===== src/rtl/fastica_pkg.sv =====
// rtl/fastica_pkg.sv - shared FastICA fixed-point constants and convergence-check state type
package fastica_pkg;

    localparam int DATA_W  = 26;
    localparam int FRAC_W  = 13;
    localparam int Q13_ONE = 8192;
    localparam int TOL_DEF = 8;

    typedef enum logic [1:0] {
        IDLE   = 2'd0,
        SCAN   = 2'd1,
        DECIDE = 2'd2
    } conv_state_t;

endpackage


===== src/rtl/abs_sat.sv =====
// rtl/abs_sat.sv - signed to saturated unsigned magnitude, most-negative input clamps to max positive
module abs_sat #(
    parameter int W = 26
) (
    input  logic signed [W-1:0] din,
    output logic        [W-1:0] mag
);

    localparam logic [W-1:0] MIN_V = {1'b1, {(W-1){1'b0}}};
    localparam logic [W-1:0] MAX_V = {1'b0, {(W-1){1'b1}}};

    logic [W-1:0] din_u;

    assign din_u = din;

    always_comb begin
        mag = din_u;
        if (din_u == MIN_V) begin
            mag = MAX_V;
        end else if (din_u[W-1]) begin
            mag = ~din_u + 1'b1;
        end
    end

endmodule


===== src/rtl/error_converge_check.sv =====
// rtl/error_converge_check.sv - serial max/sum scan of the 4x4 error matrix with convergence verdict
module error_converge_check
    import fastica_pkg::*;
#(
    parameter int W        = DATA_W,
    parameter int TOL      = TOL_DEF,
    parameter int MAX_ITER = 255,
    parameter int ITER_W   = 8
) (
    input  logic                clk_conv,
    input  logic                rst_conv,
    input  logic                en_conv,
    input  logic                clr_iter,
    input  logic signed [W-1:0] i11,
    input  logic signed [W-1:0] i12,
    input  logic signed [W-1:0] i13,
    input  logic signed [W-1:0] i14,
    input  logic signed [W-1:0] i21,
    input  logic signed [W-1:0] i22,
    input  logic signed [W-1:0] i23,
    input  logic signed [W-1:0] i24,
    input  logic signed [W-1:0] i31,
    input  logic signed [W-1:0] i32,
    input  logic signed [W-1:0] i33,
    input  logic signed [W-1:0] i34,
    input  logic signed [W-1:0] i41,
    input  logic signed [W-1:0] i42,
    input  logic signed [W-1:0] i43,
    input  logic signed [W-1:0] i44,
    output logic                busy,
    output logic                done,
    output logic                converged,
    output logic                timeout,
    output logic [W-1:0]        max_err,
    output logic [W+3:0]        sum_err,
    output logic [ITER_W-1:0]   iter_cnt
);

    conv_state_t state, state_nxt;

    logic [W-1:0]        elems [16];
    logic [W-1:0]        cap   [16];
    logic signed [W-1:0] elem;
    logic [W-1:0]        mag;
    logic [W-1:0]        mx;
    logic [W+3:0]        sm;
    logic [3:0]          idx;
    logic                run_conv;
    logic [ITER_W-1:0]   iter_inc;

    assign elems = '{i11, i12, i13, i14, i21, i22, i23, i24,
                     i31, i32, i33, i34, i41, i42, i43, i44};

    assign elem     = cap[idx];
    assign run_conv = (mx < W'(TOL));
    assign iter_inc = (&iter_cnt) ? iter_cnt : iter_cnt + 1'b1;

    abs_sat #(.W(W)) u_abs_sat (
        .din (elem),
        .mag (mag)
    );

    always_ff @(posedge clk_conv) begin
        if (rst_conv) begin
            state <= IDLE;
        end else begin
            state <= state_nxt;
        end
    end

    always_comb begin
        state_nxt = state;
        case (state)
            IDLE:    if (en_conv) state_nxt = SCAN;
            SCAN:    if (idx == 4'd15) state_nxt = DECIDE;
            DECIDE:  state_nxt = IDLE;
            default: state_nxt = IDLE;
        endcase
    end

    always_comb begin
        busy = (state != IDLE);
    end

    // Capture bank is deliberately unreset; it is only read after a fresh capture.
    always_ff @(posedge clk_conv) begin
        if (state == IDLE && en_conv) begin
            for (int k = 0; k < 16; k++) begin
                cap[k] <= elems[k];
            end
        end
    end

    always_ff @(posedge clk_conv) begin
        if (rst_conv) begin
            idx       <= '0;
            mx        <= '0;
            sm        <= '0;
            done      <= 1'b0;
            converged <= 1'b0;
            timeout   <= 1'b0;
            max_err   <= '0;
            sum_err   <= '0;
            iter_cnt  <= '0;
        end else begin
            done <= 1'b0;
            case (state)
                IDLE: begin
                    if (en_conv) begin
                        idx <= '0;
                        mx  <= '0;
                        sm  <= '0;
                    end
                end
                SCAN: begin
                    if (mag > mx) mx <= mag;
                    sm  <= sm + {4'b0000, mag};
                    idx <= idx + 1'b1;
                end
                DECIDE: begin
                    max_err   <= mx;
                    sum_err   <= sm;
                    converged <= run_conv;
                    done      <= 1'b1;
                    iter_cnt  <= iter_inc;
                    if (!run_conv && iter_inc == ITER_W'(MAX_ITER)) timeout <= 1'b1;
                end
                default: ;
            endcase
            // Clear takes priority over a coincident DECIDE update.
            if (clr_iter) begin
                iter_cnt <= '0;
                timeout  <= 1'b0;
            end
        end
    end

endmodule


===== config.mk =====
export PLATFORM = sky130hd
export DESIGN_NAME = error_converge_check
export DESIGN_NICKNAME = d
export VERILOG_FILES = /design/src/rtl/fastica_pkg.sv /design/src/rtl/abs_sat.sv /design/src/rtl/error_converge_check.sv
export SDC_FILE = /design/constraint.sdc
export NUM_CORES = 1
export LEC_CHECK = 0
export CAP_MARGIN = 20
export CORE_MARGIN = 2
export CORE_UTILIZATION = 51
export CTS_CLUSTER_SIZE = 14
export DETAILED_ROUTE_END_ITERATION = 16
export PLACE_DENSITY = 0.79
export SETUP_SLACK_MARGIN = 0.2
export SYNTH_ARGS = -nofsm -noshare
export SYNTH_HDL_FRONTEND = slang
export SYNTH_SLANG_ARGS = --single-unit

===== constraint.sdc =====
create_clock -name clk_conv -period 17.95 [get_ports clk_conv]
set_input_delay 3.59 -clock clk_conv [delete_from_list [all_inputs] [get_ports clk_conv]]
set_output_delay 3.59 -clock clk_conv [all_outputs]
set_load 0.05 [all_outputs]

==> results.md, run 1 <==
* Status: completed
* # DRC at 0
* Setup slack, reg-to-reg at 9500 ps
* Synth top area share at 54.05%
* Pint at 2.349 mW
* Rows at 78
* Sw Ratio at 24.47%
* Multiplexer area fraction after synthesis at 12.88%
* Placed cell area at 0.02851 mm²
* Largest family of logic cells by synthesized area: multiplexers
* Worst R2R Path Depth at 20
* Cell Area, Synth at 0.02311 mm²
* CP max stage cell: or4_1
* Logic pwr share at 14.7%
* PwrDens at 102.2 mW/mm²
* Synth area leader: edfxtp_1
* Initial antenna violation count at 13
* DR vias at 15.40k
* Clock Power Share at 37.2%
* DP Wirelength at 47630 µm
* Worst setup path end: sm[25]
* DRT Pass-1 Iters at 5
* Setup total negative slack at 0 ps
* Critical path's largest stage delay at 830 ps
* Crit path kind: flop to flop
* Post-synthesis compound-gate area fraction at 7.091%
* Root buffer cell: clkbuf_16
* Layout area overhead at 31.62%
* CTS sink count at 549
* Top FF cell, synth: edfxtp_1
* Slew headroom at 26.19%
* GRT overflow at 0
* Iter 0 DRT Violations at 1473
* GRT Overall Usage at 27.04%
* RSZ-0062 raised after global routing: no
* Full die area at 0.04704 mm²
* Final period utilization at 47.05%
* Hold WS at 452.7 ps
* H-Tree Level Count at 2
* Synth unique cells at 68
* Starting Density at 51.26%
* Final GP Congestion at 0.9340
* CP Capture Type: flop
* DR vias/cell at 5.713
* First-pass GRT wire length at 94010 µm
* Post-synth EDFFs at 416
* Clock Latency Late Sink at 620 ps
* Syn avg cell area at 14.89 µm²
* Vias in the first global route at 15.71k
* ANT nets after route at 0
* Fin area at 0.03042 mm²
* Max cap viols at 0
* Post-cts sizing count at 0
* IO Pins at 488
* TritonCTS buffer count at 56
* Port bufs at 487
* Die H at 216.9 µm
* NetSw at 0.7611 mW
* LEAKAGE at 10.32 nW
* Post-Synthesis Cells at 1552
* Synth Area in Adders at 3.064%
* Core area at 0.04509 mm²
* Peak VDD IR at 0.1029 mV
* FMAX at 118.4 MHz
* Hold depth at 2
* Share of cells above drive strength 1 at 12.14%
* Final hold vios at 0
* Synth Register Bits at 549
* Critical path launch point type: flop
* Largest net degree at the start of global routing at 174
* Cell Chain, Critical Path: buf_4, buf_4, mux4_2, mux4_2, inv_1, ha_1, nand4b_1, or2_1, or4_1, nand2_1, ha_1, a2111oi_0, o21ai_0, nand4_1, o311ai_0, o221ai_1, o21ai_0, o21a_1, or3_1, a32o_1
* Count of pins over their slew limit at 0
* Reg2reg end: sm[25]
* Hold Crit Class: flop to flop
* Post-synthesis xor/xnor area fraction at 1.592%
* Cts hold-fix bufs at 0
* Ys Warns at 0
* Worst path required time at 18440 ps
* Wire per inst at 23.69 µm
* Worst hold start: sum_err[8]
* Least-Margin Pin Slew at 1107 ps
* Maximum clock insertion buffer count at 3
* Clk pin slew, worst setup/hold paths at 60 ps
* Die X-Extent at 216.9 µm
* Final setup violation count at 0
* Final wirelength at 63850 µm
* Clk_skew at 30.19 ps
* Post-CTS Setup Bufs at 0
* Net count, final at 2514
* Sequential area share after synthesis at 65.57%
* Fraction of registers with async set/reset at 0%
* Synth Area in Simple Gates at 7.579%
* TritonCTS clock tree: built
* WP data arrival at 8930 ps
* Sequential Power Share at 48.0%
* Largest cells by area after synthesis: edfxtp_1 (54%), mux4_2 (12%), dfxtp_1 (12%)
* Mapped Nets at 2028
* Final period demand of the worst path at 8446 ps
* Crit-path max FO at 43
-- flip-flops by register name (all words and copies together) (netlist names), named ones only --
register	count
cap	416
converged	1
done	1
state	2
max_err	26
sum_err	30
iter_cnt	8
sm	30
idx	4
timeout	1
mx	26
-- worst min-delay path by stage --
stage / slack (ps) / end
2_1_floorplan: 440 / sum_err[29]
3_3_place_gp: 440 / sum_err[3]
3_5_place_dp: 450 / sum_err[12]
4_1_cts: 450 / sum_err[12]
5_1_grt: 470 / sum_err[8]
6_report: 450 / sum_err[8]
-- layout by cell type (no fill, tap or decap), types with 5 or more instances in the layout --
cell type,count
and2_1,5
a221oi_1,15
mux4_2,125
a22o_1,11
nand2b_1,7
clkbuf_16,58
o31ai_1,10
dfxtp_1,130
nor2_1,81
nor3_1,14
nor2b_1,7
a21oi_1,114
or2_2,5
diode_2,11
o21ai_0,36
ha_1,55
o21bai_1,8
edfxtp_1,416
a31oi_1,5
clkbuf_1,8
nand4_1,12
a21o_1,8
or3_1,7
nor4_1,7
clkinv_2,8
buf_4,15
inv_1,39
nand2_1,188
and3_1,8
xor2_1,18
xnor2_1,24
mux2i_1,14
o21a_1,7
nand3_1,25
a211oi_1,9
clkdlybuf4s50_1,486
a22oi_1,11
clkinv_1,8
-- layout make-up --
| class | count | area, µm² |
|---|---|---|
| Fill cell | 3104 | 14670 |
| Clock buffer | 70 | 1528 |
| Sequential cell | 549 | 15160 |
| Tap cell | 600 | 750.7 |
| Antenna cell | 11 | 27.53 |
| Clock inverter | 34 | 320.3 |
| Inverter | 40 | 157.7 |
| Timing Repair Buffer | 504 | 5017 |
| Multi-Input combinational cell | 887 | 7457 |
-- through the flow --
stage | cells | setup WS, ps | total power [mW] | util (%)
after detailed placement | 2578 | 9504 | 1.971 | 63.23
after global placement | 2578 | 9514 | 1.957 | 63.23
after CTS | 2682 | 9492 | 3.124 | 67.33
after global routing | 2694 | 8945 | 3.225 | 67.47
final | 2695 | 9504 | 3.110 | 67.47
after floorplan | 1552 | 3831 | 1.801 | -
-- logic make-up (layout without fill, tap and decap cells) --
| group | Yosys count | after routing |
|---|---|---|
| fa+ha+maj | 56 | 56 |
| compound gates | 261 | 261 |
| simple gates | 387 | 387 |
| mux | 141 | 141 |
| xor+xnor | 42 | 42 |
| other cells | 0 | 11 |
| buf+inv | 116 | 648 |
| flops | 549 | 549 |
-- cell usage after synthesis (3+ instances only) --
| cell | number |
|---|---|
| o21ai_0 | 36 |
| nand2_1 | 188 |
| or2_2 | 5 |
| ha_1 | 55 |
| a221oi_1 | 15 |
| nor4_1 | 7 |
| xnor2_1 | 24 |
| nand3_1 | 25 |
| and3_1 | 8 |
| buf_1 | 11 |
| o21a_1 | 7 |
| buf_6 | 9 |
| inv_1 | 39 |
| nor2b_1 | 9 |
| nand4_1 | 12 |
| o31ai_1 | 10 |
| clkbuf_1 | 47 |
| o21bai_1 | 8 |
| a31oi_1 | 5 |
| a311oi_1 | 3 |
| a21o_1 | 8 |
| or3_1 | 7 |
| buf_2 | 9 |
| nor3_1 | 14 |
| a32o_1 | 4 |
| and2_1 | 5 |
| nand2b_1 | 8 |
| mux2i_1 | 14 |
| xor2_1 | 18 |
| a211oi_1 | 9 |
| edfxtp_1 | 416 |
| o41ai_1 | 3 |
| dfxtp_1 | 133 |
| a21oi_1 | 114 |
| a22o_1 | 11 |
| nor2_1 | 81 |
| mux4_2 | 125 |
| o211ai_1 | 3 |
| nand3b_1 | 3 |
| a22oi_1 | 11 |
-- power by group through the flow --
| stage | combinational, mW | clock [mW] | sequential [mW] |
|---|---|---|---|
| floorplan | 0.280 | 0 | 1.52 |
| global placement | 0.442 | 0 | 1.52 |
| detailed placement | 0.452 | 0 | 1.52 |
| CTS | 0.453 | 1.18 | 1.49 |
| global route | 0.497 | 1.23 | 1.50 |
| finish | 0.458 | 1.16 | 1.49 |
-- routing by layer --
layer,share of wire (%),global-route usage [%],vias up
met5,0.047,0,-
met4,2.6,8.196,4
met3,7.6,6.080,109
met2,53,48.16,654
met1,37,32.90,7629
li1,-,-,7000
-- worst max-delay path: cells and delay by family, from the launching register on --
family	cells	cell delay (ps)
compound gates	7	2120
buf+inv	3	1530
simple gates	6	2190
fa+ha+maj	2	510
mux	2	1060
flops	1	790
(Power assumes the default switching activity.)
==> run 2, diff against run 1 <==
==> constraint.sdc (replaced) <==
create_clock -name clk_conv -period 7.89 [get_ports clk_conv]
set_input_delay 1.578 -clock clk_conv [delete_from_list [all_inputs] [get_ports clk_conv]]
set_output_delay 1.578 -clock clk_conv [all_outputs]
set_load 0.05 [all_outputs]
==> run 2 against run 1 <==
  * Hold slack better by 1.5 ps
  * Routed wire length up 3.5%
  * Via count up 1.2%
  * Design area about the same
  * Sequential cell count unchanged
  * Largest cell class unchanged
==> results.md, run 2 (synthesized netlist as in run 1, its figures left out) <==
* Status: completed
* Biggest registers after layout: cap (416), sm (30), sum_err (30)
* Critical path launch point type: flop
* IO Pins at 488
* FF/Latch Area at 0.01516 mm²
* Critical Path Stages at 19
* Worst R2R Path Depth at 19
* H-Tree Level Count at 2
* Die H at 216.9 µm
* Final GP Congestion at 0.9256
* Largest net degree at the start of global routing at 179
* First-pass GRT wire length at 97230 µm
* # DRC at 0
* Setup total negative slack at 0 ps
* Final wirelength at 66110 µm
* DR vias at 15.59k
* Final setup violation count at 0
* Initial antenna violation count at 10
* Fill cell count at 3062
* GRT Overall Usage at 28.16%
* Setup slack, reg-to-reg at 760 ps
* Vias in the first global route at 16.07k
* Count of pins over their slew limit at 0
* Buf/Inv on CP at 1
* WHS Endpoint: sum_err[19]
* Net count, final at 2520
* Least-Margin Pin Slew at 959.6 ps
* WP data arrival at 7660 ps
* LEAKAGE at 10.32 nW
* Iter 0 DRT Violations at 1626
* Hold WS at 454.2 ps
* FMAX at 140.2 MHz
* Worst path required time at 8420 ps
* Starting Density at 51.26%
* Rows at 78
* Hold Crit Class: flop to flop
* Final period utilization at 90.37%
* Post-cts sizing count at 0
* Maximum clock insertion buffer count at 3
* Wire per inst at 24.54 µm
* Clk pin slew, worst setup/hold paths at 60 ps
* ANT nets after route at 0
* Top cell by count, worst path: o21ai_0
* Post-CTS Setup Bufs at 0
* RSZ-0062 raised after global routing: no
* Crit path kind: flop to flop
* PwrDens at 232.3 mW/mm²
* Reg2reg end: sm[29]
* Final worst slack at 759.7 ps
* Placed Cells at 2588
* Root buffer cell: clkbuf_16
* Final cell count without fillers at 2694
* Slew headroom at 36.03%
* Clk_skew at 22.53 ps
* Place WS at 871.3 ps
* Worst hold start: sum_err[19]
* CP max stage cell: or4b_2
* Most flops, register: cap
* CP Capture Type: flop
* Pwr Total at 7.068 mW
* Die X-Extent at 216.9 µm
* DR vias/cell at 5.786
* CP delay by family, top: simple AND/OR/NAND/NOR gates
* Hold depth at 2
* Commonest non-fill, non-tap cell in the layout: clkdlybuf4s50_1
* Clock Latency Late Sink at 610 ps
* Area taken by multi-input logic gates at 0.007471 mm²
* Full die area at 0.04704 mm²
* Peak VDD IR at 0.1762 mV
* Layout area overhead at 31.65%
* CTS sink count at 549
* Core area at 0.04509 mm²
* Cts hold-fix bufs at 0
* Final hold vios at 0
* Final period demand of the worst path at 7130 ps
* GRT overflow at 0
* Critical path's largest stage delay at 720 ps
* Cell Chain, Critical Path: buf_4, nor2b_1, a221oi_1, a22oi_1, or4b_2, nor4_2, nor2_1, xnor2_1, nand2_1, ha_1, nand3_1, or2_2, or3b_2, o311ai_0, o221ai_1, o21ai_0, o21ai_0, or3_1, a21oi_1
* TritonCTS clock tree: built
* Crit-path max FO at 34
* DP Wirelength at 49730 µm
* Most frequent cells in the layout: clkdlybuf4s50_1 (486), edfxtp_1 (416), nand2_1 (187), dfxtp_1 (130), mux4_2 (125)
* Port bufs at 487
* TritonCTS buffer count at 54
* Max FFs per register at 416
* Share of cells above drive strength 1 at 12.16%
* Max cap viols at 0
* DRT Pass-1 Iters at 7
-- run 2: cell types whose count changed in the layout (fill, tap and decap cells not counted), sizes merged --
cell      previous run  this run
bufinv               4         6
diode               11         6
clkinvlp             3         4
inv                 47        42
buf                 17        26
clkbuf              71        72
clkinv              20        16
-- run 2: through the flow --
stage / area (µm²) / util [%]
2_1_floorplan: 23130 / -
3_3_place_gp: 28630 / 63.51
3_5_place_dp: 28630 / 63.51
4_1_cts: 30410 / 67.45
5_1_grt: 30420 / 67.47
6_report: 30430 / 67.49
-- run 2: layout make-up --
type | count | area share, %
diodes | 6 | 0.04934
clock buffers | 72 | 4.766
clock inverters | 28 | 1.081
inverters | 40 | 0.5058
multi-input cells | 887 | 24.55
flip-flops and latches | 549 | 49.83
well taps | 600 | 2.467
repair buffers | 512 | 16.74
-- run 2: worst max path at each step --
stage / startpoint / end / slack [ps]
4_1_cts: flop / sm[29] / 830
6_report: flop / sm[29] / 760
2_1_floorplan: en_conv / mx[12] / -1340
3_5_place_dp: flop / sm[29] / 870
5_1_grt: flop / sm[29] / 310
3_3_place_gp: flop / sm[29] / 930
-- run 2: report_power, final --
part           switching, mW  total (mW)  internal (mW)
clock network           1.10        2.59           1.50
registers             0.0979        3.41           3.31
logic                  0.543        1.07          0.527
total                   1.74        7.07           5.33
-- run 2: worst min-delay path, stage by stage, from the launching register on --
cell and delay, ps:
dfxtp_1 310, nand2_1 50, a21oi_1 50
-- run 2: metal layers --
| metal | vias up | global-route usage [%] | wire [µm] |
|---|---|---|---|
| met5 | - | 0 | 46 |
| met4 | 6 | 11.00 | 2496 |
| met3 | 145 | 6.834 | 5108 |
| met2 | 752 | 49.72 | 34690 |
| met1 | 7698 | 33.29 | 23770 |
| li1 | 6987 | - | - |
